--- config.mk ---
export PLATFORM = sky130hd
export DESIGN_NAME = input_conditioner
export DESIGN_NICKNAME = d
export VERILOG_FILES = /design/src/rtl/input_conditioner.sv
export SDC_FILE = /design/constraint.sdc
export NUM_CORES = 1
export LEC_CHECK = 0
export ABC_AREA = 1
export BUFFER_PORTS_ARGS = -buffer_cell sky130_fd_sc_hd__buf_4
export CORE_AREA = 2 2 39 41
export CTS_BUF_LIST = sky130_fd_sc_hd__clkbuf_8
export CTS_CLUSTER_DIAMETER = 30
export DETAILED_ROUTE_END_ITERATION = 12
export DIE_AREA = 0 0 41 43
export GPL_ROUTABILITY_DRIVEN = 0
export HOLD_SLACK_MARGIN = 0.03
export SLEW_MARGIN = 5
export SYNTH_ARGS = -nofsm -noshare
export SYNTH_HDL_FRONTEND = slang
export SYNTH_SLANG_ARGS = --single-unit
--- constraint.sdc ---
create_clock -name clk -period 1.6 [get_ports clk]
set_clock_uncertainty 0.1 [all_clocks]
set_input_delay 0.24 -clock clk [delete_from_list [all_inputs] [get_ports clk]]
set_output_delay 0.24 -clock clk [all_outputs]
set_load 0.03 [all_outputs]
--- src/rtl/input_conditioner.sv ---
// Conditions one asynchronous, bouncing input: a two-flop synchronizer, then a stability-count
// debouncer, then registered one-cycle rise and fall pulses taken from the debounced level.
module input_conditioner #(
  parameter int counterwidth = 3,
  parameter int waittime     = 3
) (
  input  logic clk,
  input  logic reset,
  input  logic noisysignal,
  output logic conditioned,
  output logic positiveedge,
  output logic negativeedge
);

  localparam logic [counterwidth-1:0] wait_max = counterwidth'(waittime);

  logic                    sync0;
  logic                    sync1;
  logic [counterwidth-1:0] counter;

  always_ff @(posedge clk) begin
    if (reset) begin
      sync0        <= 1'b0;
      sync1        <= 1'b0;
      counter      <= '0;
      conditioned  <= 1'b0;
      positiveedge <= 1'b0;
      negativeedge <= 1'b0;
    end else begin
      sync0        <= noisysignal;
      sync1        <= sync0;
      positiveedge <= 1'b0;
      negativeedge <= 1'b0;
      if (sync1 == conditioned) begin
        counter <= '0;
      end else if (counter != wait_max) begin
        counter <= counter + 1'b1;
      end else begin
        // sync1 has now differed for waittime+1 consecutive edges; take the new level.
        conditioned  <= sync1;
        counter      <= '0;
        positiveedge <= sync1;
        negativeedge <= ~sync1;
      end
    end
  end

endmodule

==> flow_summary.ini <==
[status]
status = finished clean

[power]
peakVddDrop_mv = 0.632
p_sw_frac = 0.174
p_leak_nw = 0.185
power.switching_uw = 78.6
internal_power_uw = 372
comb_power_share = 0.031
power_frac_seq = 0.455
p_per_area_nw_per_um2 = 1150
clockPowerShare = 0.514

[clock_tree]
path_clk_slew_ps = 40
cts_root_buffer = clkbuf_8
cts.sink_count = 8
clock_latency_ps = 220
cts_buffers = 3
cts_max_level = 1
clock_path_buffers = 2
cts_resized = 0
post_cts_buffers = 0
cts_tree = done
hold_buffers = 0

[timing]
rsz0062_at_grt = false
period_needed_ps = 1200
setup_tns_ps = 0
slew_violations = 0
finalCritPeriodShare = 0.752
tightest_slew_ps = 188
fmax_mhz = 831
hold_violations = 0
setup_viol = 0
max_slew_margin = 0.875

[die]
die_area_um2 = 1760
die_h_um = 43
start_util = 0.211
core_area_um2 = 1380
ios = 6
die_w_um = 41
rows = 14

[global_routing]
grt-ovfl-total = 0
grt_max_degree = 6
antenna_found_initial = 0
grt_pass1_vias = 146
grtUsageTotal = 0.0614
grt_pass1_wl_um = 607

[route]
via_per_inst = 3.66
drt_iter0_markers = 4
wl_met3_um = 61
wl_met2_um = 146
wl_per_cell_um = 6.93
wl_um = 402
num_vias = 212
highest_layer = met3
m1WireLength_um = 194
drt_pass1_iterations = 2
drc = 0
drtAntennaViolNets = 0

[synthesis]
synthCells = 34
synth.largest_area_cell = dfxtp_1
synth-seq-cells = 8
synth_cell_type_count = 12
synth_nets = 39
yosys_warnings = 0
synth.top_cell.area_share = 0.549
ys_seq_area_frac = 0.549
synthTopCellsByArea = dfxtp_1 (55%), inv_1 (9.0%), nor2_1 (9.0%)
syn_area_um2 = 292
avgSynthCellArea_um2 = 8.57

[final_layout]
seq_area_um2 = 160
multi_input_area_um2 = 97.6
drive_above_1_share = 0.310
layout.nets = 49
nFillCells = 147
area_growth_pct = 33.9
diodes = 0
finish.instance_area_um2 = 390

[placement]
port_buffers = 5
dp_hpwl_um = 312
place_area_um2 = 349

[flow_run]
max-cap-violations = 0

[worst_setup_path]
cp_max_fo = 4
critPathKind = flip-flop to flip-flop
endpoint_kind = flip-flop
startpoint_type = flip-flop
crit_buf_inv = 0
arrival_ps = 1260
cp_slowest_cell = dfxtp_1
cpMostUsedCell = ha_1
crit_required_ps = 1660
cp_cell_sequence = ha_1 > ha_1 > nor2_2 > nand3_2 > nor2_1
cpPeakStageDelay_ps = 310
crit_family = adder cells

[worst_hold_path]
hold_class = input port to flip-flop
metrics by stage:
step | hold slack, ps | power (mW) | cells | setup slack [ps] | utilization
6_report | 107 | 0.451 | 58 | 396 | 0.282
5_1_grt | 97.2 | 0.481 | 58 | 297 | 0.282
4_1_cts | 98.5 | 0.464 | 58 | 378 | 0.282
3_5_place_dp | 299 | 0.222 | 55 | 387 | 0.252
3_3_place_gp | 291 | 0.221 | 55 | 408 | 0.252
2_1_floorplan | 211 | 0.216 | 34 | 473 | -
worst register-to-register path, delay by kind of cell (launching register included):
kind | cells | cell delay (ps)
fa+ha+maj | 2 | 420
flops | 1 | 310
simple gates | 3 | 310
logic make-up (layout without fill, tap and decap cells):
group,after synthesis,after routing,share of synthesized area
flip-flops,8,8,0.549
buffers and inverters,9,17,0.116
adder cells (fa/ha/maj),2,2,0.0858
AND/OR/NAND/NOR,14,14,0.232
AO/OA/AOI/OAI,1,1,0.0172
cells in the mapped netlist:
cell and count:
nor3_1 1, inv_2 2, nand2_1 2, nor2_2 1
nand2_2 1, ha_1 2, inv_1 7, dfxtp_1 8
nand3_2 1, o21ai_0 1, nand4_1 1, nor2_1 7
routing by layer:
metal,vias up,GRT usage
met1,86,0.0647
met5,-,0
met3,0,0.0942
met2,9,0.0531
met4,0,0.0400
li1,117,-
registers in the layout (all words and copies together), names as in the netlist:
signal        count
sync0             1
positiveedge      1
conditioned       1
negativeedge      1
counter           3
sync1             1
power groups by stage:
stage                     Clock, mW  Sequential, mW  Combinational, mW
after detailed placement          0           0.208             0.0138
after CTS                     0.245           0.205             0.0138
final                         0.232           0.205             0.0138
after floorplan                   0           0.208            0.00782
after global placement            0           0.208             0.0133
after global routing          0.261           0.205             0.0151
cells in the final DEF, fill, tap and decap left out, types with 2 or more instances in the layout:
| cell | n |
|---|---|
| buf_4 | 5 |
| clkbuf_8 | 3 |
| dfxtp_1 | 8 |
| ha_1 | 2 |
| inv_1 | 7 |
| inv_2 | 2 |
| nand2_1 | 2 |
| nor2_1 | 7 |
final timing paths:
path | slack, ps | startpoint | cells past startpoint | endpoint
worst max-delay path | 400 | counter[0]$_SDFF_PP0_ | 5 | counter[0]$_SDFF_PP0_
worst min-delay path | 110 | reset | 2 | sync0$_SDFF_PP0_
worst max register to register | 400 | counter[0]$_SDFF_PP0_ | 5 | counter[0]$_SDFF_PP0_
worst min register to register | 300 | sync0$_SDFF_PP0_ | 2 | sync1$_SDFF_PP0_
final cells by class:
| class | count | area share |
|---|---|---|
| Clock buffer | 3 | 0.106 |
| Inverter | 9 | 0.0865 |
| Multi-Input combinational cell | 17 | 0.250 |
| Tap cell | 16 | 0.0513 |
| Timing Repair Buffer | 5 | 0.0962 |
| Sequential cell | 8 | 0.410 |
No activity file was read; power rests on OpenSTA's default activity.
